<file path="src/rtl/vga_timing_gen.sv">
// VGA/DVI raster timing generator running directly on the 100 MHz board clock.
// A clock divider produces a one-cycle pixel enable; all raster outputs are registered on it.
module vga_timing_gen #(
   parameter int unsigned CLK_DIV  = 4,
   parameter int unsigned H_ACTIVE = 640,
   parameter int unsigned H_FP     = 16,
   parameter int unsigned H_SYNC   = 96,
   parameter int unsigned H_BP     = 48,
   parameter int unsigned V_ACTIVE = 480,
   parameter int unsigned V_FP     = 10,
   parameter int unsigned V_SYNC   = 2,
   parameter int unsigned V_BP     = 33,
   parameter bit          H_POL    = 1'b0,
   parameter bit          V_POL    = 1'b0,
   parameter int unsigned CW       = 12
) (
   input  logic          real100clock,
   input  logic          reset,
   output logic          pix_ce,
   output logic          VGAclock,
   output logic          hsync,
   output logic          vsync,
   output logic          de,
   output logic [CW-1:0] x_pos,
   output logic [CW-1:0] y_pos,
   output logic          line_start,
   output logic          frame_start
);

   localparam int unsigned H_TOTAL   = H_ACTIVE + H_FP + H_SYNC + H_BP;
   localparam int unsigned V_TOTAL   = V_ACTIVE + V_FP + V_SYNC + V_BP;
   localparam int unsigned DW        = (CLK_DIV > 1) ? $clog2(CLK_DIV) : 1;
   localparam int unsigned HS_START  = H_ACTIVE + H_FP;
   localparam int unsigned HS_END    = H_ACTIVE + H_FP + H_SYNC;
   localparam int unsigned VS_START  = V_ACTIVE + V_FP;
   localparam int unsigned VS_END    = V_ACTIVE + V_FP + V_SYNC;

   // Reject parameter sets that cannot produce a legal raster.
   if (CLK_DIV < 2 || (CLK_DIV % 2) != 0) begin : g_bad_div
      $error("vga_timing_gen: CLK_DIV must be even and >= 2");
   end
   if (H_ACTIVE == 0 || H_FP == 0 || H_SYNC == 0 || H_BP == 0 ||
       V_ACTIVE == 0 || V_FP == 0 || V_SYNC == 0 || V_BP == 0) begin : g_bad_zero
      $error("vga_timing_gen: active, porch and sync values must be non-zero");
   end
   if ((64'(1) << CW) < 64'(H_TOTAL) || (64'(1) << CW) < 64'(V_TOTAL)) begin : g_bad_cw
      $error("vga_timing_gen: CW too narrow for H_TOTAL/V_TOTAL");
   end

   logic [DW-1:0] div_q, div_d;
   logic [CW-1:0] h_q, h_d;
   logic [CW-1:0] v_q, v_d;
   logic [CW-1:0] x_q, x_d;
   logic [CW-1:0] y_q, y_d;
   logic          vga_clk_q, vga_clk_d;
   logic          hsync_q, hsync_d;
   logic          vsync_q, vsync_d;
   logic          de_q, de_d;
   logic          line_q, line_d;
   logic          frame_q, frame_d;

   assign pix_ce      = (div_q == DW'(CLK_DIV - 1));
   assign VGAclock    = vga_clk_q;
   assign hsync       = hsync_q;
   assign vsync       = vsync_q;
   assign de          = de_q;
   assign x_pos       = x_q;
   assign y_pos       = y_q;
   assign line_start  = line_q;
   assign frame_start = frame_q;

   // Next-state: divider, raster counters, and decode of the new position on pix_ce.
   always_comb begin
      div_d   = div_q + DW'(1);
      h_d     = h_q;
      v_d     = v_q;
      x_d     = x_q;
      y_d     = y_q;
      hsync_d = hsync_q;
      vsync_d = vsync_q;
      de_d    = de_q;
      line_d  = line_q;
      frame_d = frame_q;

      if (pix_ce) begin
         div_d = '0;
         if (h_q >= CW'(H_TOTAL - 1)) begin
            h_d = '0;
            v_d = (v_q >= CW'(V_TOTAL - 1)) ? '0 : v_q + CW'(1);
         end else begin
            h_d = h_q + CW'(1);
         end

         x_d     = h_d;
         y_d     = v_d;
         de_d    = (h_d < CW'(H_ACTIVE)) && (v_d < CW'(V_ACTIVE));
         hsync_d = ((h_d >= CW'(HS_START)) && (h_d < CW'(HS_END))) ? H_POL : !H_POL;
         vsync_d = ((v_d >= CW'(VS_START)) && (v_d < CW'(VS_END))) ? V_POL : !V_POL;
         line_d  = (h_d == '0);
         frame_d = (h_d == '0) && (v_d == '0);
      end

      // High in the second half of each pixel period so the DAC samples mid-pixel.
      vga_clk_d = (div_d >= DW'(CLK_DIV / 2));
   end

   always_ff @(posedge real100clock) begin
      if (reset) begin
         div_q     <= '0;
         h_q       <= CW'(H_TOTAL - 1);
         v_q       <= CW'(V_TOTAL - 1);
         x_q       <= '0;
         y_q       <= '0;
         vga_clk_q <= 1'b0;
         hsync_q   <= !H_POL;
         vsync_q   <= !V_POL;
         de_q      <= 1'b0;
         line_q    <= 1'b0;
         frame_q   <= 1'b0;
      end else begin
         div_q     <= div_d;
         h_q       <= h_d;
         v_q       <= v_d;
         x_q       <= x_d;
         y_q       <= y_d;
         vga_clk_q <= vga_clk_d;
         hsync_q   <= hsync_d;
         vsync_q   <= vsync_d;
         de_q      <= de_d;
         line_q    <= line_d;
         frame_q   <= frame_d;
      end
   end

endmodule
</file>
<file path="config.mk">
export PLATFORM = sky130hd
export DESIGN_NAME = vga_timing_gen
export DESIGN_NICKNAME = d
export VERILOG_FILES = /design/src/rtl/vga_timing_gen.sv
export SDC_FILE = /design/constraint.sdc
export NUM_CORES = 1
export LEC_CHECK = 0
export ABC_AREA = 1
export CORE_ASPECT_RATIO = 2
export CORE_MARGIN = 5
export CORE_UTILIZATION = 45
export DETAILED_ROUTE_END_ITERATION = 10
export GPL_ROUTABILITY_DRIVEN = 1
export PLACE_DENSITY = 0.67
export RECOVER_POWER = 100
export SLEW_MARGIN = 20
export SYNTH_ARGS = -nofsm -noshare
export SYNTH_HDL_FRONTEND = slang
export SYNTH_SLANG_ARGS = --single-unit
</file>
<file path="constraint.sdc">
create_clock -name real100clock -period 3.23 [get_ports real100clock]
set_input_delay 0.323 -clock real100clock [delete_from_list [all_inputs] [get_ports real100clock]]
set_output_delay 0.323 -clock real100clock [all_outputs]
set_load 0.1 [all_outputs]
</file>
==> impl_metrics.env <==
export IMPL_outcome="completed"
export IMPL_final_cell_mix="88 x nand2_1, 51 x nor2_1, 45 x inv_1"
export IMPL_cap_violations=0
export IMPL_grtUsageMet1_pct=16.85
export IMPL_syn_mean_instance_area_um2=6.887
export IMPL_netlist_instances=359
export IMPL_fin_crit_ns=2.410
export IMPL_setup_tns_ns=0
export IMPL_clk_path_buf_depth=2
export IMPL_grt_pass1_vias=2394
export IMPL_hold_viol=0
export IMPL_yosys_warnings=0
export IMPL_cp_buffers_inverters=2
export IMPL_nNetsFinal=385
export IMPL_use_met3_pct=2.835
export IMPL_clkPwrFrac_pct=27.9
export IMPL_path_common_cell="nand2_1"
export IMPL_clock_sinks=41
export IMPL_vias=2358
export IMPL_antenna_found_initial=0
export IMPL_maxSlewViolCount=0
export IMPL_synth_distinct_cells=34
export IMPL_grt_util_all_layers_pct=19.89
export IMPL_rows=38
export IMPL_p_int_w=0.0008989
export IMPL_postCtsResizedCells=0
export IMPL_ctsHoldBuffers=0
export IMPL_instances_no_fill=440
export IMPL_hp_start="div_q[0]"
export IMPL_grt_overflow=0
export IMPL_fin_skew_ns=0.01322
export IMPL_cpMaxStageDelayCell="dfxtp_1"
export IMPL_async_flop_share_pct=0
export IMPL_r2r_start="h_q[1]"
export IMPL_pwr_share_comb_pct=35.8
export IMPL_power_density_mw_per_mm2=548.5
export IMPL_rrSetupSlack_ns=0.82
export IMPL_slew_limit_headroom_pct=22.76
export IMPL_die_w_um=62.41
export IMPL_busiest_layer="met2"
export IMPL_end_kind="flop"
export IMPL_n_antenna_cell=0
export IMPL_drive_gt1_share_pct=9.211
export IMPL_dieArea_mm2=0.007166
export IMPL_drt_iter0_drc=94
export IMPL_critPathKind="reg2reg"
export IMPL_p_sw_w=0.0006177
export IMPL_area_growth_pct=11.84
export IMPL_reg2reg_depth=13
export IMPL_grt_first_pass_wirelength_um=11100
export IMPL_dp_worst_setup_slack_ns=1.183
export IMPL_finalSetupViolations=0
export IMPL_worstMarginPinSlew_ns=1.164
export IMPL_htreeDepth=2
export IMPL_io_buffers=32
export IMPL_met2_usage_pct=40.65
export IMPL_wl_per_cell_um=15.91
export IMPL_synth_flop_cell="dfxtp_1"
export IMPL_leakage_nw=1.279
export IMPL_min_period_over_period_pct=74.61
export IMPL_path_cells="ha_1 > nand2_1 > clkinvlp_2 > nand2_2 > nand2_1 > nand2_1 > nand2_4 > nor2_1 > nor2_4 > nor2_1 > nand3_1 > o21bai_1 > inv_1"
export IMPL_boundaryPins=33
export IMPL_ir_drop_v=0.0003357
export IMPL_cts_buffers=5
export IMPL_route_detailed_drc=0
export IMPL_r2r_end="hsync"
export IMPL_clock_fmax_mhz=414.9
export IMPL_rsz0062_at_grt="no"
export IMPL_p_seq_share_pct=36.3
export IMPL_initial_core_util_pct=46.02
export IMPL_worstPathRequired_ns=3.42
export IMPL_routed_wl_um=6999
export IMPL_worstSkewPairLatency_ns=0.30
export IMPL_vias_per_cell=5.359
export IMPL_ant_nets=0
export IMPL_crit_fanout=21
export IMPL_cts_tree="built"
export IMPL_hp_class="reg2reg"
export IMPL_final_setup_worst_slack_ns=0.8199
export IMPL_synth_edff_count=0
export IMPL_grt_max_degree=22
export IMPL_root_buffer="clkbuf_8"
export IMPL_seq_area_frac_synth_pct=33.20
export IMPL_critPathLaunchType="flop"
export IMPL_finish_utilization_pct=51.47
export IMPL_dpl_cell_area_mm2=0.002718
export IMPL_min_to="div_q[0]"
export IMPL_crit_arrival_ns=2.60
export IMPL_critPathMaxStageDelay_ns=0.36
export IMPL_dp_cells=432
export IMPL_ys_ff_latch=41
export IMPL_p_sw_share_pct=40.73
export IMPL_die_y_um=114.8
export IMPL_synth_nets=365
export IMPL_final_area_mm2=0.002765
export IMPL_final_common_cell="nand2_1"
export IMPL_routabilityCongestion=0.8904
export IMPL_fillers=556
export IMPL_dp_hpwl_um=5429
export IMPL_synth_area_mm2=0.002472
export IMPL_cts_setup_buffers=0
export IMPL_first_pass_iters=4
export IMPL_min_path_cells=1
export IMPL_clk_pin_slew_ns=0.09
export IMPL_core_mm2=0.005373
export IMPL_cp_top_family="simple AND/OR/NAND/NOR gates"
-- power groups by stage --
stage          logic, W  clock network [W]  registers, W
4_1_cts        0.000576           0.000434      0.000552
6_report       0.000543           0.000423      0.000551
3_5_place_dp   0.000574                  0      0.000563
2_1_floorplan  0.000443                  0      0.000609
5_1_grt        0.000588           0.000452      0.000554
3_3_place_gp   0.000570                  0      0.000564
-- cells by family after synthesis --
family	synth area share (%)
buf+inv	14.07
compound gates	13.11
simple gates	37.25
fa+ha+maj	2.024
flops	33.20
xor+xnor	0.3543
-- sequential cells by signal, summed over array words and instances (netlist names) --
| signal | count |
|---|---|
| frame_start | 1 |
| y_pos | 3 |
| de | 1 |
| v_q | 12 |
| x_pos | 7 |
| h_q | 12 |
| line_start | 1 |
| hsync | 1 |
| vsync | 1 |
| div_q | 2 |
-- final cells by class --
| type | count | area [um^2] | area share [%] |
|---|---|---|---|
| Inverter | 47 | 177.7 | 6.425 |
| Multi-Input combinational cell | 248 | 1261 | 45.61 |
| Sequential cell | 41 | 820.8 | 29.68 |
| Timing Repair Buffer | 36 | 317.8 | 11.49 |
| Tap cell | 60 | 75.07 | 2.715 |
| Clock buffer | 5 | 68.82 | 2.489 |
| Clock inverter | 3 | 43.79 | 1.584 |
-- stage by stage --
step                      hold slack, ns  total power [W]
after global routing              0.4545         0.001595
after detailed placement          0.4183         0.001137
after CTS                         0.4313         0.001561
final                             0.4248         0.001517
after floorplan                   0.3967         0.001053
after global placement            0.4176         0.001134
-- how the worst max path moves through the flow --
stage,from,to,slack (ns),cells past startpoint
after floorplan,div_q[1],h_q[6],0.31,5
after global placement,v_q[6],y_pos[6],1.23,1
after detailed placement,h_q[1],frame_start,1.18,15
after CTS,v_q[6],y_pos[6],0.89,1
after global routing,h_q[1],hsync,0.67,13
final,h_q[1],hsync,0.82,13
-- per-layer routing --
| layer | part of all wire (%) | vias up | wire length, um |
|---|---|---|---|
| met1 | 33 | 1084 | 2337 |
| met5 | 0 | - | 0 |
| li1 | - | 1172 | - |
| met4 | 6.9 | 0 | 480 |
| met2 | 56 | 70 | 3918 |
| met3 | 3.8 | 32 | 263 |
-- synth_stat cells, types with 4 or more instances --
| cell type | number | area (um^2) |
|---|---|---|
| a21oi_1 | 6 | 30.03 |
| a22oi_1 | 4 | 30.03 |
| buf_4 | 14 | 105.1 |
| clkbuf_1 | 6 | 22.52 |
| dfxtp_1 | 41 | 820.8 |
| ha_1 | 4 | 50.05 |
| inv_1 | 45 | 168.9 |
| nand2_1 | 84 | 315.3 |
| nand2_2 | 9 | 56.30 |
| nand2_4 | 5 | 56.30 |
| nand3_1 | 24 | 120.1 |
| nand4_1 | 10 | 62.56 |
| nor2_1 | 46 | 172.7 |
| nor2_4 | 8 | 90.09 |
| o21ai_0 | 17 | 85.08 |
| o22ai_1 | 7 | 43.79 |
Power figures use the tool's default switching activity.
